`config.mk`:
```
export PLATFORM = sky130hd
export DESIGN_NAME = mult_div_unit
export DESIGN_NICKNAME = d
export VERILOG_FILES = /design/src/rtl/mult_div_unit.sv
export SDC_FILE = /design/constraint.sdc
export NUM_CORES = 1
export LEC_CHECK = 0
export BUFFER_PORTS_ARGS = -buffer_cell sky130_fd_sc_hd__buf_2
export CAP_MARGIN = 20
export CORE_UTILIZATION = 35
export DETAILED_ROUTE_END_ITERATION = 7
export GPL_TIMING_DRIVEN = 0
export SLEW_MARGIN = 0
export SYNTH_ARGS = -nofsm -noshare
export SYNTH_HDL_FRONTEND = slang
export SYNTH_SLANG_ARGS = --single-unit
```
`constraint.sdc`:
```
create_clock -name Clk -period 9.7 [get_ports Clk]
set_input_delay 0.485 -clock Clk [delete_from_list [all_inputs] [get_ports Clk]]
set_output_delay 0.485 -clock Clk [all_outputs]
set_load 0.005 [all_outputs]
```
`src/rtl/mult_div_unit.sv`:
```
// Multi-cycle signed multiply/divide unit: shift-add multiply, restoring divide, HI/LO result registers.
// Optional macro MDU_UNSIGNED_EN adds an Unsigned input for multu/divu.
module mult_div_unit #(
    parameter int WIDTH = 32
) (
    input  logic             Clk,
    input  logic             Reset,
    input  logic             Start,
    input  logic [3:0]       ALU_Control,
    input  logic [WIDTH-1:0] A,
    input  logic [WIDTH-1:0] B,
`ifdef MDU_UNSIGNED_EN
    input  logic             Unsigned,
`endif
    output logic             Busy,
    output logic             Done,
    output logic             DivByZero,
    output logic [WIDTH-1:0] HI,
    output logic [WIDTH-1:0] LO
);

    localparam logic [3:0] OP_MULT = 4'b0101;
    localparam logic [3:0] OP_DIV  = 4'b1011;
    localparam int         CW      = $clog2(WIDTH + 1);

    typedef enum logic [1:0] {IDLE, RUN, FIX} state_t;

    state_t           state_q, state_d;
    logic             load;
    logic [CW-1:0]    cnt;
    logic [WIDTH-1:0] hi_w, lo_w, m_q;
    logic             op_div_q, neg_q, nega_q, bz_q;

    logic             is_unsigned;
`ifdef MDU_UNSIGNED_EN
    assign is_unsigned = Unsigned;
`else
    assign is_unsigned = 1'b0;
`endif

    logic             is_div_code, valid_code, sa, sb;
    logic [WIDTH-1:0] abs_a, abs_b;

    assign is_div_code = (ALU_Control == OP_DIV);
    assign valid_code  = is_div_code || (ALU_Control == OP_MULT);
    assign sa          = ~is_unsigned & A[WIDTH-1];
    assign sb          = ~is_unsigned & B[WIDTH-1];
    assign abs_a       = sa ? -A : A;
    assign abs_b       = sb ? -B : B;

    // One iteration step: multiply adds the multiplicand into the high half when the
    // current multiplier bit is set; divide trial-subtracts the divisor from the shifted remainder.
    logic [WIDTH:0]   sum, shifted;
    logic             ge;
    logic [WIDTH-1:0] rem_next;

    assign sum      = {1'b0, hi_w} + (lo_w[0] ? {1'b0, m_q} : '0);
    assign shifted  = {hi_w, lo_w[WIDTH-1]};
    assign ge       = (shifted >= {1'b0, m_q});
    assign rem_next = ge ? (shifted[WIDTH-1:0] - m_q) : shifted[WIDTH-1:0];

    logic [2*WIDTH-1:0] prod_fix;
    logic [WIDTH-1:0]   q_fix, r_fix;

    assign prod_fix = neg_q  ? -{hi_w, lo_w} : {hi_w, lo_w};
    assign q_fix    = neg_q  ? -lo_w : lo_w;
    assign r_fix    = nega_q ? -hi_w : hi_w;

    assign Busy = (state_q != IDLE);

    // NOTE: every output of this block gets a default first, so no path can infer a latch.
    always_comb begin
        state_d = state_q;
        load    = 1'b0;
        case (state_q)
            IDLE: if (Start && valid_code) begin
                state_d = RUN;
                load    = 1'b1;
            end
            RUN:  if (cnt == CW'(WIDTH - 1)) state_d = FIX;
            FIX:  state_d = IDLE;
            default: state_d = IDLE;
        endcase
    end

    // NOTE: sequential state uses non-blocking assignments only; the whole datapath is
    // reset because an aborted operation must leave no stale operands behind.
    always_ff @(posedge Clk or posedge Reset) begin
        if (Reset) begin
            state_q   <= IDLE;
            cnt       <= '0;
            hi_w      <= '0;
            lo_w      <= '0;
            m_q       <= '0;
            op_div_q  <= 1'b0;
            neg_q     <= 1'b0;
            nega_q    <= 1'b0;
            bz_q      <= 1'b0;
            HI        <= '0;
            LO        <= '0;
            Done      <= 1'b0;
            DivByZero <= 1'b0;
        end else begin
            state_q   <= state_d;
            Done      <= 1'b0;
            DivByZero <= 1'b0;
            case (state_q)
                IDLE: if (load) begin
                    op_div_q <= is_div_code;
                    neg_q    <= sa ^ sb;
                    nega_q   <= sa;
                    bz_q     <= (B == '0);
                    cnt      <= '0;
                    hi_w     <= '0;
                    m_q      <= is_div_code ? abs_b : abs_a;
                    lo_w     <= is_div_code ? abs_a : abs_b;
                end
                RUN: begin
                    cnt <= cnt + 1'b1;
                    if (op_div_q) begin
                        hi_w <= rem_next;
                        lo_w <= {lo_w[WIDTH-2:0], ge};
                    end else begin
                        hi_w <= sum[WIDTH:1];
                        lo_w <= {sum[0], lo_w[WIDTH-1:1]};
                    end
                end
                FIX: begin
                    Done <= 1'b1;
                    if (op_div_q) begin
                        // With a zero divisor every trial subtract succeeds, so the
                        // remainder ends as |A| and sign correction restores A itself.
                        LO        <= bz_q ? '1 : q_fix;
                        HI        <= r_fix;
                        DivByZero <= bz_q;
                    end else begin
                        {HI, LO} <= prod_fix;
                    end
                end
                default: ;
            endcase
        end
    end

endmodule
```
==> out/qor.csv <==
stage,metric,value,unit
finish,Final nets,2040,
finish,most frequent cells in the layout,"181 x nand2_1, 174 x dfrtp_1, 172 x a21oi_1",
detailed_routing,final wirelength,54400,microns
logic_synthesis,area share of the leading cell type in the synthesized netlist,31.0,%
worst_setup_path,reg2reg start,lo_w[0],
worst_setup_path,"Largest stage delay, worst path",0.88,ns
placement,Final HPWL DP,42900,microns
worst_setup_path,"Max FO, Critical Path",10,
logic_synthesis,cell accounting for the most synthesized area,dfrtp_1,
cts,TritonCTS clock tree,yes,
worst_setup_path,CP top delay family,compound AO/OA/AOI/OAI gates,
logic_synthesis,synthesized cell area,14100,sq um
timing,fin crit period,4.61,ns
detailed_routing,DRT iter0 DRCs,1481,
timing,final hold violations,0,
placement,Port Buffers,136,
floorplanning,die area,41000,sq um
pwr,sw power,2.49,mW
detailed_routing,drt drc,0,
logic_synthesis,most area-consuming cells after synthesis,"dfrtp_1 31%, xor2_1 7.3%, ha_1 6.1%",
logic_synthesis,Mean Syn Cell Area,8.08,sq um
global_routing,initial antenna violation count,3,
finish,non-filler instance count after layout,2437,
timing,setup TNS,0,ns
pwr,Tot Pwr,4.86,mW
placement,Placed Cells,2404,
detailed_routing,vias per cell,5.93,
worst_setup_path,most numerous cell on the critical path,o21ai_0,
floorplanning,core area,39700,sq um
global_routing,vias in the first global route,13400,
cts,CTS Hold Buffers Added,0,
timing,setup violators final,0,
floorplanning,DIE WIDTH,202,microns
logic_synthesis,"Distinct cells, synth",73,
detailed_routing,drt wl/cell,22.3,microns
finish,Final Core Density,40.4,%
cts,# clock sinks,174,
timing,Tcrit/Tclk final,47.6,%
global_routing,GRT Overall Usage,26.1,%
detailed_routing,DRT antenna net count,0,
worst_setup_path,RR Endpoint,hi_w[25],
detailed_routing,vias,14500,
flow_run,max-cap viol count,0,
worst_setup_path,CP Class,flip-flop to flip-flop,
timing,Worst Max-Slew Pin Slew,1.21,ns
timing,f_max,217,MHz
pwr,Static Leakage,6.87,nW
finish,register area,4350,sq um
floorplanning,# rows,73,
worst_setup_path,Arrival @ worst endpoint,4.94,ns
detailed_routing,drt pass-1 iters,6,
worst_setup_path,reg2reg setup slack,5.09,ns
pwr,sequential fraction of design power,26.1,%
cts,postcts setup bufs,0,
cts,H-tree depth,4,
worst_setup_path,R2R depth,13,
global_routing,first-pass GRT wire length,81900,microns
worst_setup_path,CP max-delay cell,o311ai_0,
logic_synthesis,"Seq/Total Area, Yosys",31.0,%
cts,total CTS buffers,17,
timing,clk_skew,0.0157,ns
pwr,switch share,51.3,%
placement,GP Congestion,0.980,
floorplanning,I/O pin count,138,
cts,Root Driver,clkbuf_16,
pwr,Pwr Density,303,nW/um^2
logic_synthesis,Async SR Flop Fraction,100,%
pwr,combinational share of power,59.2,%
timing,max-slew violation count,0,
cts,Clock transition at path regs,0.08,ns
pwr,clock share of power,14.7,%
global_routing,largest net degree at the start of global routing,95,
worst_setup_path,WP buf/inv,2,
logic_synthesis,Yosys warnings,0,
pwr,VDD IR max,0.000173,V
pwr,Internal,2.36,mW
global_routing,total gr overflow,0,
logic_synthesis,gate count after technology mapping,1741,
floorplanning,Initial Utilization,35.4,%
floorplanning,Die Span Y,202,microns
worst_setup_path,Worst setup SP type,flip-flop,
finish,# fillers,4086,
cts,worst skew pair latency,0.46,ns
logic_synthesis,post-synthesis register bit count,174,
cts,PostCTS Resize Cnt,0,
timing,RSZ-0062 raised after global routing,no,
worst_setup_path,Crit. End Element,flip-flop,
timing,Slew headroom,18.9,%
finish,multi-input logic area,9110,sq um
status,status,finished clean,
cts,clk buf depth,2,
logic_synthesis,ys flop type,dfrtp_1,
finish,Synth-to-Final Area Change,14.1,%
worst_setup_path,WP data required,10.02,ns
finish,layout cell share with drive strength beyond 1,10.3,%
logic_synthesis,number of synthesized flops with an enable pin,0,
hold_path,HP Class,primary input to async pin,
logic_synthesis,syn nets,1883,
worst_setup_path,critical-path cell list,"inv_1, clkbuf_1, nor2_1, ha_1, o211ai_1, a21oi_1, o21ai_0, a211oi_1, o311ai_0, o21ai_0, xor2_1, a22oi_1, o21ai_0",
finish,"commonest non-fill, non-tap cell in the layout",nand2_1,
worst max path at each step:
stage / from / endpoint / slack, ns / cells after the start
after detailed placement: lo_w[0] / hi_w[25] / 5.18 / 13
after floorplan: Reset / DivByZero / 4.50 / 1
after global placement: Reset / hi_w[18] / 2.34 / 2
after global routing: lo_w[0] / hi_w[25] / 4.88 / 13
final: lo_w[0] / hi_w[25] / 5.09 / 13
after CTS: lo_w[0] / hi_w[25] / 5.15 / 13
power by group through the flow:
| stage | sequential [mW] | combinational (mW) | clock [mW] |
|---|---|---|---|
| after floorplan | 1.10 | 2.11 | 0 |
| after global placement | 1.25 | 2.77 | 0 |
| after detailed placement | 1.26 | 2.80 | 0 |
| after CTS | 1.24 | 2.82 | 0.722 |
| after global routing | 1.28 | 3.14 | 0.746 |
| final | 1.27 | 2.87 | 0.715 |
metal layers:
metal  vias to the layer above  track usage (%)  wire, microns
li1                       6707                -              -
met1                      7010             36.7          24500
met2                       639             39.7          23700
met3                        97             4.67           4420
met4                         6             9.85           1750
met5                         -                0             35
through the flow:
stage	worst slack, ns	cell area, sq um	hold slack [ns]
final	5.09	16100	0.0793
after detailed placement	5.18	15500	0.465
after global routing	4.88	16100	0.148
after floorplan	4.50	14100	0.452
after CTS	5.15	16100	0.115
after global placement	2.34	15400	0.461
synth_stat cells, types with 9 or more instances:
cell type,count
or4_1,10
o31ai_1,32
nand3_1,41
xor2_1,117
clkbuf_1,84
nor2_1,139
o21ai_0,163
inv_1,56
o221ai_1,20
a221oi_1,11
a22oi_1,20
nand4_1,20
o21a_1,10
nor2b_1,10
o41ai_1,16
a31oi_1,21
a21o_1,30
and2_1,9
buf_1,11
a211oi_1,29
nand2_1,181
or3_1,20
dfrtp_1,174
nor3_1,20
xnor2_1,58
nand2b_1,17
mux2i_1,42
nor4_1,13
a21oi_1,172
and3_1,16
ha_1,69
o211ai_1,18
state kept, by name, summed over array words and instances (netlist names):
name	count
cnt	6
DivByZero	1
bz_q	1
HI	32
state_q	2
op_div_q	1
lo_w	32
hi_w	32
neg_q	1
nega_q	1
m_q	32
LO	32
Done	1
final cells by class:
| type | instances | area share, % |
|---|---|---|
| Inverter | 57 | 1.38 |
| Timing Repair Buffer | 138 | 4.48 |
| Tap cell | 525 | 4.09 |
| Sequential cell | 174 | 27.1 |
| Multi-Input combinational cell | 1411 | 56.7 |
| Clock inverter | 15 | 1.09 |
| Clock buffer | 17 | 2.65 |
| Antenna cell | 1 | 0.0156 |
| Buffer | 99 | 2.42 |
cells by family after synthesis:
kind of cell | Yosys count | synth area share (%)
AO/OA/AOI/OAI | 599 | 26.8
AND/OR/NAND/NOR | 524 | 17.7
XOR/XNOR | 175 | 10.9
flip-flops | 174 | 31.0
buffers and inverters | 156 | 4.29
adder cells (fa/ha/maj) | 71 | 6.42
multiplexers | 42 | 2.99
No activity file was read; power rests on OpenSTA's default activity.
